## src/rtl/bpsk_sym_detect.sv

```systemverilog
// BPSK symbol decision and hysteretic lock detector behind the Costas loop.
// Integrate-and-dump on both arms, hard/soft slicing of I, lock tracking on |I|-|Q|.
module bpsk_sym_detect #(
  parameter int SPS        = 16,
  parameter int ACC_W      = 24,
  parameter int LOCK_THR   = 4096,
  parameter int LOCK_CNT   = 8,
  parameter int UNLOCK_CNT = 4
) (
  input  logic               clk,
  input  logic               reset,
  input  logic               in_valid,
  input  logic signed [15:0] i_in,
  input  logic signed [15:0] q_in,
  input  logic               sym_clr,
  output logic               sym_valid,
  output logic               bit_out,
  output logic signed [15:0] soft_out,
  output logic               locked,
  output logic [7:0]         err_cnt
);

  localparam int CNT_W = $clog2(SPS);
  localparam int SHIFT = $clog2(SPS + 1) - 1;  // floor(log2(SPS))

  typedef enum logic {ST_SEARCH, ST_LOCKED} state_t;

  state_t                    state_q, state_d;
  logic        [7:0]         good_run_q, good_run_d;
  logic        [7:0]         bad_run_q, bad_run_d;
  logic        [7:0]         err_q, err_d;
  logic signed [ACC_W-1:0]   acc_i_q, acc_i_d, acc_q_q, acc_q_d;
  logic        [CNT_W-1:0]   cnt_q, cnt_d;
  logic signed [ACC_W-1:0]   sum_i, sum_q, shifted;
  logic        [ACC_W-1:0]   abs_i, abs_q;
  logic signed [ACC_W:0]     metric;
  logic signed [15:0]        soft_d, soft_q;
  logic                      dump, good, sym_valid_q, bit_q;

  // Magnitude with the most negative code clamped to the largest positive one.
  function automatic logic [ACC_W-1:0] sat_abs(input logic signed [ACC_W-1:0] x);
    if (!x[ACC_W-1])
      return x;
    else if (x == {1'b1, {(ACC_W-1){1'b0}}})
      return {1'b0, {(ACC_W-1){1'b1}}};
    else
      return -x;
  endfunction

  // NOTE: every always_comb output gets a default first so no latch is inferred.
  always_comb begin
    sum_i   = acc_i_q + ACC_W'(i_in);
    sum_q   = acc_q_q + ACC_W'(q_in);
    dump    = in_valid && !sym_clr && (cnt_q == CNT_W'(SPS - 1));
    acc_i_d = acc_i_q;
    acc_q_d = acc_q_q;
    cnt_d   = cnt_q;
    if (sym_clr || dump) begin
      acc_i_d = '0;
      acc_q_d = '0;
      cnt_d   = '0;
    end else if (in_valid) begin
      acc_i_d = sum_i;
      acc_q_d = sum_q;
      cnt_d   = cnt_q + CNT_W'(1);
    end

    shifted = sum_i >>> SHIFT;
    if (!shifted[ACC_W-1] && (|shifted[ACC_W-2:15]))
      soft_d = 16'sh7fff;
    else if (shifted[ACC_W-1] && !(&shifted[ACC_W-2:15]))
      soft_d = -16'sh8000;
    else
      soft_d = shifted[15:0];

    abs_i  = sat_abs(sum_i);
    abs_q  = sat_abs(sum_q);
    metric = $signed({1'b0, abs_i}) - $signed({1'b0, abs_q});
    good   = metric > $signed((ACC_W + 1)'(LOCK_THR));
  end

  // Lock FSM next state; only a dump advances it.
  always_comb begin
    state_d    = state_q;
    good_run_d = good_run_q;
    bad_run_d  = bad_run_q;
    err_d      = err_q;
    if (dump) begin
      case (state_q)
        ST_SEARCH: begin
          if (good) begin
            bad_run_d = '0;
            if (good_run_q + 8'd1 == 8'(LOCK_CNT)) begin
              state_d    = ST_LOCKED;
              good_run_d = '0;
              err_d      = '0;
            end else begin
              good_run_d = good_run_q + 8'd1;
            end
          end else begin
            good_run_d = '0;
          end
        end
        ST_LOCKED: begin
          if (!good) begin
            if (err_q != 8'hff) err_d = err_q + 8'd1;
            if (bad_run_q + 8'd1 == 8'(UNLOCK_CNT)) begin
              state_d   = ST_SEARCH;
              bad_run_d = '0;
            end else begin
              bad_run_d = bad_run_q + 8'd1;
            end
          end else begin
            bad_run_d = '0;
          end
        end
        default: state_d = ST_SEARCH;
      endcase
    end
  end

  // NOTE: sequential state is written with non-blocking assignments only.
  always_ff @(posedge clk or posedge reset) begin
    if (reset) begin
      state_q    <= ST_SEARCH;
      good_run_q <= '0;
      bad_run_q  <= '0;
      err_q      <= '0;
    end else begin
      state_q    <= state_d;
      good_run_q <= good_run_d;
      bad_run_q  <= bad_run_d;
      err_q      <= err_d;
    end
  end

  always_ff @(posedge clk or posedge reset) begin
    if (reset) begin
      acc_i_q     <= '0;
      acc_q_q     <= '0;
      cnt_q       <= '0;
      sym_valid_q <= 1'b0;
      bit_q       <= 1'b0;
      soft_q      <= '0;
    end else begin
      acc_i_q     <= acc_i_d;
      acc_q_q     <= acc_q_d;
      cnt_q       <= cnt_d;
      sym_valid_q <= dump;
      if (dump) begin
        bit_q  <= ~sum_i[ACC_W-1];
        soft_q <= soft_d;
      end
    end
  end

  always_comb begin
    sym_valid = sym_valid_q;
    bit_out   = bit_q;
    soft_out  = soft_q;
    locked    = (state_q == ST_LOCKED);
    err_cnt   = err_q;
  end

endmodule

```

## config.mk

```make
export PLATFORM = sky130hd
export DESIGN_NAME = bpsk_sym_detect
export DESIGN_NICKNAME = d
export VERILOG_FILES = /design/src/rtl/bpsk_sym_detect.sv
export SDC_FILE = /design/constraint.sdc
export NUM_CORES = 1
export LEC_CHECK = 0
export ABC_AREA = 1
export CORE_UTILIZATION = 50
export CTS_CLUSTER_DIAMETER = 80
export CTS_CLUSTER_SIZE = 8
export DETAILED_ROUTE_END_ITERATION = 6
export PLACE_DENSITY = 0.69
export SYNTH_ARGS = -nofsm -noshare
export SYNTH_HDL_FRONTEND = slang
export SYNTH_SLANG_ARGS = --single-unit
```

## constraint.sdc

```tcl
create_clock -name clk -period 15.2 [get_ports clk]
set_input_delay 3.04 -clock clk [delete_from_list [all_inputs] [get_ports clk]]
set_output_delay 3.04 -clock clk [all_outputs]
set_load 0.01 [all_outputs]
```

Yosys cells after proc, flatten, opt, wreduce, memory -nomap -nowiden
Cells that the tools add are included.
{"block": "totals", "mem_bits_rw": 0, "output_inout_bits": 27, "rom_bits": 0, "latch_bits": 0, "memories": 0, "in_bits": 36, "ff_bits": 95, "elab_cells": 74}
{"block": "classes", "n_eq_ne": 10, "n_reduce_logical": 14, "n_lt_le_gt_ge": 1, "mux": 28, "n_bitwise": 2, "div": 0, "n_mul": 0, "addsub": 9, "n_shift": 0}
{"cell": "$mux 24", "count": 8}
{"cell": "$mux 8", "count": 9}
{"cell": "$add 24x16->24", "count": 2}
{"cell": "$eq 24x24->1 const B", "count": 2}
{"cell": "$neg 24->24", "count": 2}
{"cell": "$mux 16", "count": 2}
{"cell": "$pmux 8 s2", "count": 2}
{"cell": "$gt 25x14->1 const B", "count": 1}
{"cell": "$sub 24x24->25", "count": 1}
{"cell": "$add 8x1->8 const B", "count": 3}
{"cell": "$reduce_and 5->1", "count": 2}
{"cell": "$eq 8x3->1 const B", "count": 1}
{"cell": "$eq 8x4->1 const B", "count": 1}
{"cell": "$mux 4", "count": 2}
{"cell": "$ne 8x8->1 const B", "count": 1}
{"cell": "$ne 2x2->1 const B", "count": 3}
{"cell": "$reduce_or 5->1", "count": 1}
{"cell": "$add 4x1->4 const B", "count": 1}
{"cell": "$eq 4x4->1 const B", "count": 1}
{"cell": "$logic_and 1x1->1", "count": 4}
{"cell": "$mux 1", "count": 4}
{"cell": "$reduce_and 2->1", "count": 2}
{"cell": "$logic_not 1->1", "count": 3}
{"cell": "$ne 2x1->1 const B", "count": 1}
{"cell": "other kinds (4)", "count": 5}

Logic depth before layout (Yosys ltp)
Gate-level depths: netlist of run 1.
{"block": "depth", "word_depth": 8, "mapped_depth": 45, "ltp_nobuf": 43}

Worst setup path before layout of run 1
Ideal clock, no wire load.
{"block": "synth_timing", "path_kind": "input port to flip-flop", "start": "input q_in[0]", "end": "register err_q[2], in the netlist err_cnt[2]", "path_slack_ps": 7346, "setup_time_ps": 113, "stages": 36, "required_time_ps": 15087, "arrival_time_ps": 7741, "n_path_buf": 2, "cell_sequence": "ha_1 > fa_1 > nand2_1 > nand2_1 > nand3_1 > nand3b_1 > nand2_2 > inv_2 > nor2_2 > nand2_2 > nor2_8 > nand3_4 > nor2_4 > nand4_4 > clkinv_2 > buf_12 > nor2_2 > ha_1 > nand2_1 > nor2_1 > and2_1 > nand3b_1 > nand3_1 > nand2_1 > nand2_1 > nor2_1 > and2_0 > nand3_1 > nand3_2 > buf_2 > ha_1 > o311a_1 > a21boi_0 > o21ai_0 > nand2_1 > inv_1"}
{"block": "synth_between", "elab_chain_cells": 8, "word_cells_on_any_way": 10, "cone_classes": "3 x add/sub; 1 x order compare; 3 x eq/ne; 2 x mux; 1 x reduce/logical"}
{"item": "start, declared", "line": "14", "text": "input logic signed [15:0] q_in,"}
{"item": "$add 24x16->24 (*)", "line": "53", "text": "sum_q = acc_q_q + ACC_W'(q_in);"}
{"item": "$neg 24->24 or $eq 24x24->1 (tied branches)", "line": "47, 44"}
{"item": "$mux 24", "line": "44", "text": "else if (x == {1'b1, {(ACC_W-1){1'b0}}})"}
{"item": "$mux 24 (*)", "line": "42", "text": "if (!x[ACC_W-1])"}
{"item": "$sub 24x24->25 (*)", "line": "78", "text": "metric = $signed({1'b0, abs_i}) - $signed({1'b0, abs_q});"}
{"item": "$gt 25x14->1 (*)", "line": "79", "text": "good = metric > $signed((ACC_W + 1)'(LOCK_THR));"}
{"item": "$ne 2x2->1 (no source line)"}
{"item": "$reduce_and 5->1 (no source line) (*)"}
{"item": "end signal, assigned", "line": "133", "text": "err_q <= err_d;"}
{"item": "end, declared", "line": "31", "text": "logic [7:0] err_q, err_d;"}
Every way passes the cells marked *; elsewhere a longest branch is shown, timed or not.
A chain may end at the register's enable or synchronous reset.

Worst setup path in the final report of run 1
{"block": "layout_timing", "start": "input i_in[15]", "end": "register err_q[2], in the netlist err_cnt[2]"}
{"block": "layout_between", "elab_chain_cells": 8, "word_cells_on_any_way": 10, "cone_classes": "3 x add/sub; 1 x order compare; 3 x eq/ne; 2 x mux; 1 x reduce/logical"}
{"item": "start, declared", "line": "13", "text": "input logic signed [15:0] i_in,"}
{"item": "$add 24x16->24 (*)", "line": "52", "text": "sum_i = acc_i_q + ACC_W'(i_in);"}
{"item": "$neg 24->24 or $eq 24x24->1 (tied branches)", "line": "47, 44"}
{"item": "$mux 24", "line": "44"}
{"item": "$mux 24 (*)", "line": "42"}
{"item": "$sub 24x24->25 (*)", "line": "78"}
{"item": "$gt 25x14->1 (*)", "line": "79"}
{"item": "$ne 2x2->1 (no source line)"}
{"item": "$reduce_and 5->1 (no source line) (*)"}
Marks and branches as above.

==> flow_metrics.env, run 1 <==
export IMPL_clock_sinks=95
export IMPL_htreeDepth=3
export IMPL_outcome="finished, final reports clean"
export IMPL_async_flop_share_pct=100
export IMPL_die_w_um=151
export IMPL_yosysUniqueCellTypes=50
export IMPL_rsz0062_at_grt="no"
export IMPL_synth_top_area_share_pct=22.9
export IMPL_reg2regPathDepth=38
export IMPL_min_period_over_period_pct=63.0
export IMPL_synth_edf_count=0
export IMPL_finClkSkew_ns=0.00920
export IMPL_fin_setup_tns_ns=0
export IMPL_path_max_fanout=20
export IMPL_core_area_um2=21400
export IMPL_hold_violations=0
export IMPL_numCtsBuffers=9
export IMPL_r2r_start="acc_i_q[0]"
export IMPL_synth_seq_cells=95
export IMPL_final_setup_viol_count=0
export IMPL_track_usage_pct=30.3
export IMPL_grt_max_degree=53
export IMPL_place_hpwl_um=26500
export IMPL_post_route_min_period_ns=9.58
export IMPL_wirelength_um=32700
export IMPL_n_antenna_cell=0
export IMPL_power_density_nw_per_um2=144
export IMPL_drcViolationCount=0
export IMPL_place_congestion=0.955
export IMPL_p_leak_uw=0.00672
export IMPL_holdBufCountCts=0
export IMPL_max_freq_mhz=104
export IMPL_cap_violations=0
export IMPL_startpoint="i_in[15]"
export IMPL_synth_cells=1866
export IMPL_layout_drive_gt1_share_pct=5.31
export IMPL_die_y_um=151
export IMPL_min_to="acc_q_q[22]"
export IMPL_clk_path_buf_depth=2
export IMPL_ctsResizeCount=0
export IMPL_min_path_cells=2
export IMPL_cp_end_kind="flip-flop"
export IMPL_min_from="acc_q_q[22]"
export IMPL_final_cell_area_um2=12200
export IMPL_cts_root_buffer="clkbuf_16"
export IMPL_clkTransAtPathRegs_ns=0.07
export IMPL_r2r_end="err_cnt[2]"
export IMPL_synth_flop_cell="dfrtp_1"
export IMPL_grt_pass1_wl_um=53500
export IMPL_drtIter0Drc=908
export IMPL_io_pins=63
export IMPL_synth_area_per_cell_um2=5.91
export IMPL_die_area_um2=22700
export IMPL_synth_top_cell_by_area="nand2_1"
export IMPL_critPathRequiredTime_ns=15.46
export IMPL_ys_seq_area_share_pct=21.6
export IMPL_cpPeakStageDelay_ns=0.61
export IMPL_postCtsSetupRepairBufs=0
export IMPL_netlist_top_cells_area="nand2_1 23%, dfrtp_1 22%, ha_1 8.9%, inv_1 8.7%, nand3_1 7.1%"
export IMPL_synth_common_cells="672 x nand2_1, 257 x inv_1, 177 x nor2_1"
export IMPL_rrSetupSlack_ns=8.43
export IMPL_final_util_pct=57.0
export IMPL_antenna_found_initial=0
export IMPL_hp_class="reg -> reg"
export IMPL_critical_path_class="in -> reg"
export IMPL_synthToLayoutAreaGrowth_pct=10.5
export IMPL_cts_tree="built"
export IMPL_grt_pass1_vias=10700
export IMPL_synth_area_um2=11000
export IMPL_cp_arrival_ns=9.84
export IMPL_maxSlewViolCount=0
export IMPL_vias=11800
export IMPL_routedWlPerCell_um=14.9
export IMPL_max_slew_margin_pct=40.8
export IMPL_nets=2033
export IMPL_ir_drop_mv=0.0623
export IMPL_syn_nets=1983
export IMPL_synthMostInstantiatedCell="nand2_1"
export IMPL_start_kind="input pin"
export IMPL_dpl_instance_area_um2=11900
export IMPL_cp_slowest_cell="clkdlybuf4s50_1"
export IMPL_synth_warnings=0
export IMPL_ant_nets=0
export IMPL_viasPerCell=5.37
export IMPL_first_pass_iters=7
export IMPL_overflow=0
export IMPL_num_rows=53
export IMPL_io_buffers=62
export IMPL_clock_latency_ns=0.36
export IMPL_initial_utilization_pct=51.6
export IMPL_tightestPinTransition_ns=0.885
-- sequential cells by signal, summed over array words and instances (netlist names) --
name	count
acc_i_q	24
bit_out	1
bad_run_q	8
locked	1
acc_q_q	24
sym_valid	1
err_cnt	8
soft_out	16
cnt_q	4
good_run_q	8
-- cells by family (layout without fill, tap and decap cells) --
family / Yosys count / in the layout / synth area share, %
simple gates: 1162 / 1162 / 46.2
buf+inv: 302 / 357 / 10.6
compound gates: 181 / 181 / 8.60
flops: 95 / 95 / 21.6
fa+ha+maj: 81 / 81 / 9.40
xor+xnor: 45 / 45 / 3.57
-- cell usage in the layout, fill, tap and decap left out, types with 4 or more instances in the layout --
cell	n
nor2_1	175
ha_1	78
inv_1	256
nand3b_1	21
nand4_1	46
o21bai_1	5
nand3_1	157
xor2_1	33
dfrtp_1	95
clkdlybuf4s50_1	62
inv_2	16
nor2_4	15
nor2_2	12
nand2_2	23
o21ai_0	86
clkbuf_16	9
nand2_1	671
xnor2_1	12
nor3_1	19
a21oi_1	80
and2_1	4
-- worst max path at each step --
stage                       endpoint  depth (start not counted)  slack [ns]
final                     err_cnt[2]                         32        5.62
after global routing      err_cnt[1]                         37        5.04
after CTS                 err_cnt[2]                         32        5.74
after detailed placement  err_cnt[2]                         32        5.40
after global placement    err_cnt[2]                         36        5.48
after floorplan           err_cnt[2]                         36        7.35
-- per-layer routing --
metal	track usage [%]	up-vias	part of all wire (%)
li1	-	6028	-
met1	40.4	5319	46
met2	49.7	379	45
met3	3.33	67	5.2
met4	12.0	0	3.2
met5	0	-	0
-- worst max-delay path: cells and delay by family --
kind / cells / cell delay, ns
AND/OR/NAND/NOR: 21 / 3.33
adder cells (fa/ha/maj): 3 / 1.50
AO/OA/AOI/OAI: 6 / 1.32
buffers and inverters: 2 / 0.65
-- report_power, final --
part           internal, uW  leakage, uW  switching [uW]
registers               274      0.00126            14.3
logic                   403      0.00533             835
clock network           117     0.000132             113
total                   794      0.00672             963
-- area by class of cell --
type	instances	area, um2
fillers	2207	9170
multi-input cells	1469	7490
flip-flops and latches	95	2380
inverters	276	1040
repair buffers	65	643
well taps	275	344
clock buffers	11	243
clock inverters	5	41.3
-- metrics by stage --
stage | cells | total power (uW) | setup WS, ns | hold slack, ns
after detailed placement | 2180 | 1510 | 5.40 | 0.472
after CTS | 2196 | 1750 | 5.74 | 0.492
after global placement | 2180 | 1500 | 5.48 | 0.468
after global routing | 2196 | 1940 | 5.04 | 0.516
final | 2196 | 1760 | 5.62 | 0.491
after floorplan | 1866 | 1230 | 7.35 | 0.453
No activity file was read; power rests on OpenSTA's default activity.
==> run 2, diff against run 1 <==
clock period = 10 ns   (was 15.2 ns; I/O delays follow)
==> flow_metrics.env, run 2 (synthesized netlist as in run 1, its figures left out) <==
export IMPL_outcome="finished, final reports clean"
export IMPL_path_max_fanout=20
export IMPL_placedCellCount=2180
export IMPL_drcViolationCount=0
export IMPL_grt_max_degree=52
export IMPL_io_pins=63
export IMPL_rsz0062_at_grt="no"
export IMPL_postCtsSetupRepairBufs=0
export IMPL_regArea_um2=2380
export IMPL_htreeDepth=3
export IMPL_cp_arrival_ns=8.85
export IMPL_die_y_um=151
export IMPL_first_pass_iters=6
export IMPL_finalNonFillerCells=2194
export IMPL_cp_end_kind="flip-flop"
export IMPL_tightestPinTransition_ns=0.889
export IMPL_mostFrequentLayoutCells="671 x nand2_1, 256 x inv_1, 175 x nor2_1"
export IMPL_cpPeakStageDelay_ns=0.62
export IMPL_rrSetupSlack_ns=3.14
export IMPL_numCtsBuffers=9
export IMPL_n_antenna_cell=0
export IMPL_finClkSkew_ns=0.0137
export IMPL_ctsResizeCount=0
export IMPL_power_density_nw_per_um2=222
export IMPL_hold_violations=0
export IMPL_vias=11700
export IMPL_clock_latency_ns=0.37
export IMPL_clk_path_buf_depth=2
export IMPL_antenna_found_initial=0
export IMPL_fill_cells=2193
export IMPL_wirelength_um=32700
export IMPL_min_to="acc_q_q[22]"
export IMPL_post_route_min_period_ns=8.58
export IMPL_max_slew_margin_pct=40.5
export IMPL_die_w_um=151
export IMPL_grt_pass1_wl_um=53300
export IMPL_min_period_over_period_pct=85.8
export IMPL_maxSlewViolCount=0
export IMPL_cts_tree="built"
export IMPL_reg2regPathDepth=38
export IMPL_max_freq_mhz=117
export IMPL_holdBufCountCts=0
export IMPL_layout_commonest_cell="nand2_1"
export IMPL_start_kind="input pin"
export IMPL_place_hpwl_um=26200
export IMPL_fin_setup_tns_ns=0
export IMPL_num_rows=53
export IMPL_synthToLayoutAreaGrowth_pct=10.7
export IMPL_clkTransAtPathRegs_ns=0.07
export IMPL_met3_usage_pct=2.88
export IMPL_core_area_um2=21400
export IMPL_die_area_um2=22700
export IMPL_drtIter0Drc=810
export IMPL_critical_path_class="in -> reg"
export IMPL_critPathRequiredTime_ns=10.27
export IMPL_cts_root_buffer="clkbuf_16"
export IMPL_min_from="acc_q_q[22]"
export IMPL_min_path_cells=2
export IMPL_r2r_start="acc_i_q[0]"
export IMPL_path_common_cell="nand2_1"
export IMPL_cap_violations=0
export IMPL_layout_drive_gt1_share_pct=5.26
export IMPL_nets=2033
export IMPL_ant_nets=0
export IMPL_r2r_end="err_cnt[2]"
export IMPL_clock_sinks=95
export IMPL_place_congestion=0.977
export IMPL_grt_busiest_layer="met2"
export IMPL_initial_utilization_pct=51.6
export IMPL_multi_input_area_um2=7490
export IMPL_grt_pass1_vias=10700
export IMPL_cp_slowest_cell="clkdlybuf4s50_1"
export IMPL_io_buffers=62
export IMPL_globalRouteMet2Util_pct=50.2
export IMPL_ir_drop_mv=0.110
export IMPL_routedWlPerCell_um=14.9
export IMPL_p_leak_uw=0.00673
export IMPL_track_usage_pct=30.0
export IMPL_overflow=0
export IMPL_viasPerCell=5.34
export IMPL_final_setup_viol_count=0
export IMPL_use_met1_pct=40.0
export IMPL_hp_class="reg -> reg"
## run 2: cell types whose count changed in the layout (fill, tap and decap cells not counted), sizes merged
cell    delta
bufinv     +2
clkbuf     -2
clkinv     -2
## run 2: through the flow
stage	hold slack [ns]	cell area [um2]	worst slack [ns]	utilization, %	total power, uW
after floorplan	0.453	11000	3.19	-	1860
after detailed placement	0.474	11900	1.22	55.7	2290
after global placement	0.469	11900	1.31	55.7	2280
final	0.489	12200	1.42	57.2	2710
after global routing	0.516	12200	0.860	57.2	2970
after CTS	0.492	12200	1.51	57.2	2690
## run 2: how the worst max path moves through the flow
stage | end | slack [ns] | cells past startpoint | start
2_1_floorplan | err_cnt[2] | 3.19 | 36 | q_in[0]
4_1_cts | err_cnt[2] | 1.51 | 32 | i_in[15]
5_1_grt | err_cnt[2] | 0.86 | 37 | i_in[15]
3_5_place_dp | err_cnt[2] | 1.22 | 34 | i_in[15]
3_3_place_gp | err_cnt[2] | 1.31 | 36 | i_in[15]
6_report | err_cnt[2] | 1.42 | 35 | i_in[15]
## run 2: routing by layer
layer,vias to the layer above,routed length [um]
li1,6027,-
met1,5259,15100
met2,376,15000
met3,62,1660
met4,0,918
met5,-,0
## run 2: power by group
part           internal [uW]  switching, uW
sequential               416           21.5
clock                    218            170
combinational            613           1270
## run 2: final cells by class
cell class,instances,share of cell area [%]
sequential,95,19.5
timing repair buffer,65,5.27
tap,275,2.82
clock buffer,9,1.85
multi-input combinational,1469,61.4
clock inverter,5,0.687
inverter,276,8.52
## run 2: critical path: cells and delay by family
family | cells | cell delay (ns)
compound gates | 3 | 0.75
fa+ha+maj | 3 | 1.28
buf+inv | 3 | 0.76
simple gates | 26 | 4.03
